$ cat src/rtl/pipe_stall_ctrl.sv
// Hazard/stall controller for the 5-stage pipeline: per-stage enables, bubble clears, multi-cycle EX hold.
// Optional macro PIPE_STALL_CNT_EN adds a free-running count of cycles with the PC stalled.
module pipe_stall_ctrl #(
    parameter int MC_LAT_W    = 5,
    parameter int STALL_CNT_W = 32
) (
    input  logic                clk,
    input  logic                reset_n,
    input  logic                load_use_hz,
    input  logic                ex_mc_start,
    input  logic [MC_LAT_W-1:0] ex_mc_lat,
    input  logic                mem_wait,
    input  logic                ex_redirect,
    output logic                pc_en,
    output logic                ifid_en,
    output logic                idex_en,
    output logic                exmem_en,
    output logic                memwb_en,
    output logic                ifid_clr,
    output logic                idex_clr,
    output logic                exmem_clr,
    output logic                busy
`ifdef PIPE_STALL_CNT_EN
   ,output logic [STALL_CNT_W-1:0] stall_cycles
`endif
);

    typedef enum logic {ST_RUN = 1'b0, ST_MC = 1'b1} state_t;

    typedef struct packed {
        logic pc_en;
        logic ifid_en;
        logic idex_en;
        logic exmem_en;
        logic memwb_en;
        logic ifid_clr;
        logic idex_clr;
        logic exmem_clr;
    } ctrl_t;

    // A latency of 2 is the smallest that stalls, so the lat field must hold it.
    if (MC_LAT_W < 2 || STALL_CNT_W < 1) begin : g_bad_param
        $error("pipe_stall_ctrl: MC_LAT_W must be >= 2 and STALL_CNT_W >= 1");
    end

    state_t              r_state;
    logic [MC_LAT_W-1:0] r_cnt;

    logic  w_mc_req;
    logic  w_ex_held;
    ctrl_t w_ctrl;

    assign w_mc_req  = ex_mc_start && (ex_mc_lat >= MC_LAT_W'(2));
    assign w_ex_held = ((r_state == ST_RUN) && w_mc_req) ||
                       ((r_state == ST_MC) && (r_cnt != '0));

    // Redirect only reaches the last-but-held branches; below the hold check EX always advances.
    always_comb begin
        w_ctrl = '{pc_en: 1'b1, ifid_en: 1'b1, idex_en: 1'b1, exmem_en: 1'b1,
                   memwb_en: 1'b1, default: 1'b0};
        if (!reset_n || mem_wait) begin
            w_ctrl = '0;
        end else if (w_ex_held) begin
            w_ctrl.pc_en     = 1'b0;
            w_ctrl.ifid_en   = 1'b0;
            w_ctrl.idex_en   = 1'b0;
            w_ctrl.exmem_clr = 1'b1;
        end else if (ex_redirect) begin
            w_ctrl.ifid_clr = 1'b1;
            w_ctrl.idex_clr = 1'b1;
        end else if (load_use_hz) begin
            w_ctrl.pc_en    = 1'b0;
            w_ctrl.ifid_en  = 1'b0;
            w_ctrl.idex_clr = 1'b1;
        end
    end

    assign pc_en     = w_ctrl.pc_en;
    assign ifid_en   = w_ctrl.ifid_en;
    assign idex_en   = w_ctrl.idex_en;
    assign exmem_en  = w_ctrl.exmem_en;
    assign memwb_en  = w_ctrl.memwb_en;
    assign ifid_clr  = w_ctrl.ifid_clr;
    assign idex_clr  = w_ctrl.idex_clr;
    assign exmem_clr = w_ctrl.exmem_clr;
    assign busy      = reset_n && (r_state == ST_MC);

    // The countdown keeps running through mem_wait; only the final release waits for memory.
    always_ff @(posedge clk or negedge reset_n) begin
        if (!reset_n) begin
            r_state <= ST_RUN;
            r_cnt   <= '0;
        end else begin
            case (r_state)
                ST_RUN: begin
                    if (w_mc_req && !mem_wait) begin
                        r_state <= ST_MC;
                        r_cnt   <= ex_mc_lat - MC_LAT_W'(2);
                    end
                end
                ST_MC: begin
                    if (r_cnt != '0) begin
                        r_cnt <= r_cnt - MC_LAT_W'(1);
                    end else if (!mem_wait) begin
                        r_state <= ST_RUN;
                    end
                end
                default: begin
                    r_state <= ST_RUN;
                    r_cnt   <= '0;
                end
            endcase
        end
    end

`ifdef PIPE_STALL_CNT_EN
    logic [STALL_CNT_W-1:0] r_stall_cycles;

    always_ff @(posedge clk or negedge reset_n) begin
        if (!reset_n) begin
            r_stall_cycles <= '0;
        end else if (!w_ctrl.pc_en) begin
            r_stall_cycles <= r_stall_cycles + STALL_CNT_W'(1);
        end
    end

    assign stall_cycles = r_stall_cycles;
`endif

endmodule

$ cat config.mk
export PLATFORM = sky130hd
export DESIGN_NAME = pipe_stall_ctrl
export DESIGN_NICKNAME = d
export VERILOG_FILES = /design/src/rtl/pipe_stall_ctrl.sv
export SDC_FILE = /design/constraint.sdc
export NUM_CORES = 1
export LEC_CHECK = 0
export BUFFER_PORTS_ARGS = -buffer_cell sky130_fd_sc_hd__clkbuf_2
export CAP_MARGIN = 20
export CORE_UTILIZATION = 40
export CTS_BUF_LIST = sky130_fd_sc_hd__clkbuf_16
export DETAILED_ROUTE_END_ITERATION = 12
export GPL_TIMING_DRIVEN = 0
export PLACE_DENSITY = 0.73
export SKIP_CTS_REPAIR_TIMING = 1
export SYNTH_ARGS = -nofsm -noshare
export SYNTH_HDL_FRONTEND = slang
export SYNTH_SLANG_ARGS = --single-unit
$ cat constraint.sdc
create_clock -name clk -period 2.1 [get_ports clk]
set_input_delay 0.21 -clock clk [delete_from_list [all_inputs] [get_ports clk]]
set_output_delay 0.21 -clock clk [all_outputs]
set_load 0.05 [all_outputs]
==> impl_metrics.json, run 1 <==
{
  "grt_pass1_wl_mm": 1.88,
  "die-area_sq_mm": 0.00145,
  "yosysWarnings": 0,
  "cp-end-kind": "output pin",
  "drv_cap": 0,
  "wl_mm": 1.21,
  "grt.overflow.total": 0,
  "vias": 511,
  "utilization_pct": 70.0,
  "layout.cells.non_filler": 100,
  "final_area_sq_um": 810,
  "status": "finished clean",
  "finalSetupViolations": 0,
  "drt.antenna.violating_nets": 0,
  "netlist.area_leader.share_pct": 28.8,
  "ys_seq_elements": 6,
  "start_util_pct": 45.0,
  "worstMarginPinSlew_ns": 0.428,
  "place_hpwl_um": 918,
  "startpoint_type": "register",
  "cp.required_ns": 1.89,
  "syn_nets": 74,
  "min_path_type": "in -> reg",
  "synthArstFlopShare_pct": 100,
  "finalWeightedCongestion": 0.784,
  "fin_crit_ns": 2.00,
  "synth_edf_count": 0,
  "crit_chain": "inv_2 > ha_4 > nor3b_4 > a21boi_4 > nor3_4 > a21boi_4 > buf_6 > buf_8",
  "area_delta_synth_final_pct": 55.5,
  "pin_count": 20,
  "rows": 12,
  "netlist_area_sq_um": 520,
  "hold-worst-slack_ns": 0.265,
  "leakage_nw": 0.376,
  "clkTransAtPathRegs_ns": 0.03,
  "viasPerCell": 5.11,
  "ys_types": 30,
  "worstPathArrival_ns": 1.79,
  "power_mw": 0.994,
  "fin_ws_ns": 0.101,
  "ys_top_cells_by_area": "dfrtp_1, inv_1, ha_1",
  "cts_tree": "built",
  "critPathSlowestCell": "dfrtp_1",
  "ir_drop_mv": 0.676,
  "synthCells": 61,
  "slew_violations": 0,
  "clockRootBuffer": "clkbuf_16",
  "synth-main-ff-cell": "dfrtp_1",
  "seq_area_frac_synth_pct": 28.8,
  "hold_violations": 0,
  "powerDensity_mw_per_mm2": 1230,
  "final_nets": 101,
  "first_pass_iters": 4,
  "clock_latency_ns": 0.23,
  "diodes": 0,
  "cp_slowest_stage_delay_ns": 0.40,
  "synth_top_cell_by_area": "dfrtp_1",
  "ys_top_cells_by_count": "inv_1, dfrtp_1, nor2_1, nand2_1",
  "max_freq_mhz": 500,
  "place_ws_ns": 0.0441,
  "path_class": "reg -> out",
  "wl_per_cell_um": 12.1,
  "grt_setup_unrepaired": "yes",
  "route.detailed.drc": 0,
  "layout-drive-gt1-share_pct": 46.5,
  "die_w_um": 38.1,
  "placedCellCount": 94,
  "numClockSinks": 6,
  "antenna_found_initial": 0,
  "setup_tns_ns": 0,
  "skew_ns": 0.000858,
  "io_buffers": 19,
  "core_sq_mm": 0.00116,
  "post-synth-top-count-cell": "inv_1",
  "r2r_slack_ns": 0.43,
  "placed_cell_area_sq_um": 677,
  "die_h_um": 38.1,
  "grt_max_degree": 11,
  "fin_crit_sh_pct": 95.2,
  "drtIter0Drc": 21,
  "syn_area_per_cell_sq_um": 8.53,
  "maxSlewHeadroom_pct": 71.1,
  "clockBufferDepth": 2,
  "fill_cells": 89,
  "cts_buffers": 3,
  "grt_util_all_layers_pct": 19.1,
  "crit_path_frequent_cell": "a21boi_4",
  "cp_max_fo": 4,
  "grt_pass1_vias": 414,
  "cts_max_level": 1
}
==> worst paths after layout <==
path | startpoint | to | cells after the start
max in group asynchronous | reset_n | r_cnt[2] | 2
worst max register to register | r_cnt[0] | r_cnt[1] | 7
worst min-delay path | mem_wait | r_state | 3
worst min register to register | r_cnt[1] | r_cnt[1] | 2
worst max-delay path | r_cnt[0] | pc_en | 8
min in group asynchronous | reset_n | r_cnt[0] | 2
==> logic make-up (layout without fill, tap and decap cells) <==
kind of cell             after synthesis  after routing  share of synthesized area (%)
AO/OA/AOI/OAI                         13             13                           22.8
XOR/XNOR                               3              3                           5.05
adder cells (fa/ha/maj)                2              2                           4.81
buffers and inverters                 11             36                           9.37
flip-flops                             6              6                           28.8
multiplexers                           2              2                           3.85
AND/OR/NAND/NOR                       24             24                           25.2
==> state kept, by name, indices dropped and copies added, names as in the netlist <==
register / cells
r_cnt: 5
r_state: 1
==> layer usage <==
metal | global-route usage (%) | up-vias | routed length [um]
met3 | 3.49 | 2 | 48
li1 | - | 259 | -
met2 | 27.1 | 14 | 568
met1 | 26.6 | 236 | 583
met4 | 10.7 | 0 | 13
met5 | 0 | - | 0
==> cell type report <==
| cell class | count | area, sq um | area share [%] |
|---|---|---|---|
| flip-flops and latches | 6 | 150 | 18.5 |
| plain buffers | 3 | 22.5 | 2.78 |
| inverters | 8 | 30.0 | 3.71 |
| multi-input cells | 44 | 382 | 47.1 |
| well taps | 14 | 17.5 | 2.16 |
| clock buffers | 3 | 75.1 | 9.27 |
| repair buffers | 22 | 133 | 16.4 |
==> power by group <==
| group | internal (mW) | switching, mW | total [mW] |
|---|---|---|---|
| Combinational | 0.217 | 0.244 | 0.461 |
| Sequential | 0.164 | 0.0609 | 0.225 |
| Clock | 0.244 | 0.0635 | 0.308 |
| Total | 0.626 | 0.369 | 0.994 |
==> placed cells by master (no fill, tap or decap), types with 3 or more instances in the layout <==
cell,synthesis,layout
clkbuf_2,0,17
inv_1,8,6
nor2_1,6,6
dfrtp_1,6,6
nand2_1,5,5
buf_4,2,4
clkbuf_16,0,3
==> worst max-delay path, delay by kind of cell (launching register included) <==
family,cells,cell delay [ns]
flops,1,0.40
simple gates,2,0.39
buf+inv,3,0.32
compound gates,2,0.32
fa+ha+maj,1,0.13
Note: power is estimated with default switching activity, not from simulation.
==> inputs of run 2 (changes only) <==
PLACE_DENSITY = not set   (was 0.73)
PLACE_DENSITY_LB_ADDON = 0.3   (was not set)
==> impl_metrics.json, run 2 (synthesized netlist as in run 1, its figures left out) <==
{
  "use_met1_pct": 26.2,
  "critPathSlowestCell": "dfrtp_1",
  "wl_per_cell_um": 11.8,
  "critPathTopFamily": "simple AND/OR/NAND/NOR gates",
  "path_buf_inv": 3,
  "place_hpwl_um": 864,
  "r2r_end": "r_cnt[3]",
  "final_area_sq_um": 807,
  "whs_endpoint": "r_state",
  "placed_cell_area_sq_um": 677,
  "final_common_cell": "clkbuf_2",
  "reg.largest.list": "r_cnt (5), r_state (1)",
  "clock_latency_ns": 0.23,
  "die_w_um": 38.1,
  "crit_chain": "inv_1 > ha_2 > nor3b_4 > a21boi_4 > nor3_4 > a21boi_4 > buf_6 > buf_8",
  "grt.overflow.total": 0,
  "placedCellCount": 94,
  "r2r_slack_ns": 0.38,
  "grtUsageMet3_pct": 8.72,
  "fin_crit_sh_pct": 97.4,
  "route.detailed.drc": 0,
  "ir_drop_mv": 0.841,
  "drt.antenna.violating_nets": 0,
  "cts_tree": "built",
  "rows": 12,
  "slew_violations": 0,
  "area_delta_synth_final_pct": 55.0,
  "hold-worst-slack_ns": 0.262,
  "cts_buffers": 3,
  "utilization_pct": 69.8,
  "viasPerCell": 5.07,
  "crit_path_frequent_cell": "a21boi_4",
  "regMostFlops": "r_cnt",
  "setup_tns_ns": 0,
  "antenna_found_initial": 0,
  "r2r_start": "r_cnt[1]",
  "wl_mm": 1.19,
  "final_nets": 102,
  "hold_violations": 0,
  "cp-end-kind": "output pin",
  "worstMarginPinSlew_ns": 0.464,
  "die_h_um": 38.1,
  "clockBufferDepth": 2,
  "startpoint_type": "register",
  "drtIter0Drc": 9,
  "grt_max_degree": 11,
  "maxSlewHeadroom_pct": 68.7,
  "start_util_pct": 45.0,
  "cp_max_fo": 4,
  "layout-drive-gt1-share_pct": 44.8,
  "grt_util_all_layers_pct": 19.9,
  "cp.required_ns": 1.89,
  "clockRootBuffer": "clkbuf_16",
  "grt_pass1_vias": 414,
  "grt_busiest_layer": "met2",
  "layout.cells.non_filler": 101,
  "die-area_sq_mm": 0.00145,
  "pin_count": 20,
  "status": "finished clean",
  "drv_cap": 0,
  "finalSetupViolations": 0,
  "leakage_nw": 0.382,
  "first_pass_iters": 4,
  "max_freq_mhz": 489,
  "grt_setup_unrepaired": "yes",
  "path_class": "reg -> out",
  "min_path_type": "in -> reg",
  "min_path_cells": 3,
  "largest_reg_flops": 5,
  "clkTransAtPathRegs_ns": 0.03,
  "skew_ns": 0.00304,
  "grt_use_met2_pct": 28.0,
  "worstPathArrival_ns": 1.83,
  "numClockSinks": 6,
  "layout_common_cells": "clkbuf_2, inv_1, nor2_1, dfrtp_1",
  "vias": 512,
  "r2r.worst_path.cells": 7,
  "fin_crit_ns": 2.04,
  "cts_max_level": 1,
  "min-delay-start": "mem_wait",
  "io_buffers": 19,
  "diodes": 0,
  "grt_pass1_wl_mm": 1.87,
  "powerDensity_mw_per_mm2": 1210,
  "finalWeightedCongestion": 0.777,
  "cp_slowest_stage_delay_ns": 0.37,
  "core_sq_mm": 0.00116,
  "crit_start": "r_cnt[1]"
}
## run 2: layout make-up
type                       instances  area, sq um
inverter                           8         30.0
buffer                             3         22.5
tap                               14         17.5
sequential                         6          150
timing repair buffer              23          140
multi-input combinational         44          372
clock buffer                       3         75.1
fill                              88          349
## run 2: how the worst max path moves through the flow
stage          depth (start not counted)    end  slack [ns]
2_1_floorplan                          7  pc_en       -0.32
3_3_place_gp                           8  pc_en        0.04
3_5_place_dp                           8  pc_en        0.02
4_1_cts                                8  pc_en       -0.22
5_1_grt                                8  pc_en       -0.05
6_report                               8  pc_en        0.06
## run 2: metal layers
metal,part of all wire [%],wire [um],up-vias
li1,-,-,263
met1,45,537,234
met2,50,598,15
met3,4.9,58,0
met4,0,0,0
met5,0,0,-
## run 2: metrics by stage
stage,setup slack (ns),total power [mW]
6_report,0.0552,0.975
2_1_floorplan,-0.322,0.538
4_1_cts,-0.218,0.936
3_3_place_gp,0.0440,0.609
5_1_grt,-0.0451,1.04
3_5_place_dp,0.0247,0.614
## run 2: worst register-to-register path, cell delays in order, from the launching register on
cell and delay [ns]:
dfrtp_1 0.37, inv_1 0.07, ha_2 0.19, nor3b_4 0.26, a21boi_4 0.11, buf_4 0.15
nor2_2 0.25, a2bb2oi_1 0.24
## run 2: power breakdown
| part | total (mW) | internal [mW] | switching, mW |
|---|---|---|---|
| combinational | 0.449 | 0.212 | 0.237 |
| sequential | 0.217 | 0.164 | 0.0526 |
| clock | 0.308 | 0.244 | 0.0638 |
| total | 0.975 | 0.621 | 0.354 |
==> inputs of run 3 (changes only) <==
CELL_PAD_IN_SITES_DETAIL_PLACEMENT = 1   (was not set)
CELL_PAD_IN_SITES_GLOBAL_PLACEMENT = 1   (was not set)
CORE_UTILIZATION = 33   (was 40)
==> impl_metrics.json, run 3 (synthesized netlist as in run 1, its figures left out) <==
{
  "status": "finished clean",
  "drt.antenna.violating_nets": 0,
  "die_h_um": 41.7,
  "slew_violations": 0,
  "multiInputGateArea_sq_um": 382,
  "clockRootBuffer": "clkbuf_16",
  "cp.required_ns": 1.89,
  "die-area_sq_mm": 0.00174,
  "startpoint_type": "register",
  "finalSetupViolations": 0,
  "ir_drop_mv": 0.648,
  "core_sq_mm": 0.00138,
  "numClockSinks": 6,
  "grt_pass1_vias": 540,
  "die_w_um": 41.7,
  "rows": 13,
  "io_buffers": 19,
  "final_common_cell": "clkbuf_2",
  "path_class": "reg -> out",
  "grt_util_all_layers_pct": 19.6,
  "cts_tree": "built",
  "route.detailed.drc": 0,
  "regArea_sq_um": 150,
  "final_nets": 103,
  "cp_slowest_stage_delay_ns": 0.41,
  "endpoint": "pc_en",
  "area_delta_synth_final_pct": 58.7,
  "r2r.worst_path.cells": 7,
  "utilization_pct": 59.7,
  "leakage_nw": 0.385,
  "start_util_pct": 37.6,
  "grt_pass1_wl_mm": 2.50,
  "vias": 550,
  "fin_crit_ns": 2.04,
  "clock_latency_ns": 0.23,
  "largest_reg_flops": 5,
  "maxSlewHeadroom_pct": 71.0,
  "wl_per_cell_um": 15.4,
  "layout.cells.non_filler": 103,
  "grt.overflow.total": 0,
  "powerDensity_mw_per_mm2": 1280,
  "cts_max_level": 1,
  "skew_ns": 0.00138,
  "worstMarginPinSlew_ns": 0.435,
  "cp-end-kind": "output pin",
  "max_freq_mhz": 490,
  "worstPathArrival_ns": 1.83,
  "min_path_type": "in -> reg",
  "cp_max_fo": 5,
  "regMostFlops": "r_cnt",
  "layout-drive-gt1-share_pct": 47.7,
  "pin_count": 20,
  "grt_setup_unrepaired": "yes",
  "hold_violations": 0,
  "cts_buffers": 3,
  "fin_ws_ns": 0.0577,
  "crit_chain": "inv_2 > ha_4 > nor3b_4 > a21boi_4 > nor3_4 > a21boi_4 > buf_6 > buf_8",
  "layout_common_cells": "clkbuf_2, inv_1, nor2_1, buf_4, dfrtp_1",
  "drv_cap": 0,
  "critPathSlowestCell": "dfrtp_1",
  "place_ws_ns": -0.00497,
  "r2r_slack_ns": 0.39,
  "fill_cells": 179,
  "placedCellCount": 95,
  "crit_start": "r_cnt[0]",
  "clkTransAtPathRegs_ns": 0.04,
  "min-delay-start": "mem_wait",
  "fin_crit_sh_pct": 97.3,
  "r2r_start": "r_cnt[0]",
  "setup_tns_ns": 0,
  "finalWeightedCongestion": 0.742,
  "crit_path_frequent_cell": "a21boi_4",
  "viasPerCell": 5.34,
  "grt_max_degree": 11,
  "r2r_end": "r_cnt[1]",
  "place_hpwl_mm": 1.02,
  "diodes": 0,
  "min_path_cells": 3,
  "clockBufferDepth": 2,
  "drtIter0Drc": 13,
  "wl_mm": 1.59,
  "first_pass_iters": 4,
  "antenna_found_initial": 0,
  "reg.largest.list": "r_cnt (5), r_state (1)"
}
run 3: cell count changes in the layout (fill, tap and decap cells not counted), sizes merged:
cell,previous run,this run
buf,7,8
run 3: power breakdown:
group,total [mW],leakage [nW],switching (mW),internal (mW)
registers,0.228,0.0689,0.0633,0.164
clock network,0.317,0.0370,0.0716,0.245
logic,0.512,0.279,0.271,0.242
run 3: final cells by class:
cell class | count | share of cell area [%]
Multi-Input combinational cell | 44 | 46.2
Sequential cell | 6 | 18.2
Timing Repair Buffer | 24 | 17.9
Clock buffer | 3 | 9.09
Inverter | 8 | 3.64
Buffer | 3 | 2.73
Tap cell | 15 | 2.27
run 3: worst min path at each step:
stage / slack (ns) / to
floorplan: -0.09 / r_cnt[0]
global placement: 0.06 / r_cnt[2]
detailed placement: 0.06 / r_cnt[2]
CTS: -0.18 / r_cnt[2]
global route: 0.28 / r_state
finish: 0.25 / r_state
run 3: through the flow:
| step | area (sq um) | power [mW] | hold WS, ns |
|---|---|---|---|
| 2_1_floorplan | 564 | 0.538 | -0.0856 |
| 3_3_place_gp | 678 | 0.618 | 0.0581 |
| 3_5_place_dp | 678 | 0.627 | 0.0625 |
| 4_1_cts | 753 | 0.964 | -0.180 |
| 5_1_grt | 826 | 1.11 | 0.277 |
| 6_report | 826 | 1.06 | 0.250 |
run 3: per-layer routing:
layer	global-route usage, %	vias to the layer above	share of wire [%]
li1	-	262	-
met2	31.3	25	51
met1	22.4	258	42
met3	4.78	5	5.0
met5	0	-	0
met4	14.8	0	2.3
run 3: critical path: cells and delay by family, from the launching register on:
family          cells  cell delay [ns]
flops               1             0.41
fa+ha+maj           1             0.14
simple gates        2             0.40
compound gates      2             0.33
buf+inv             3             0.32
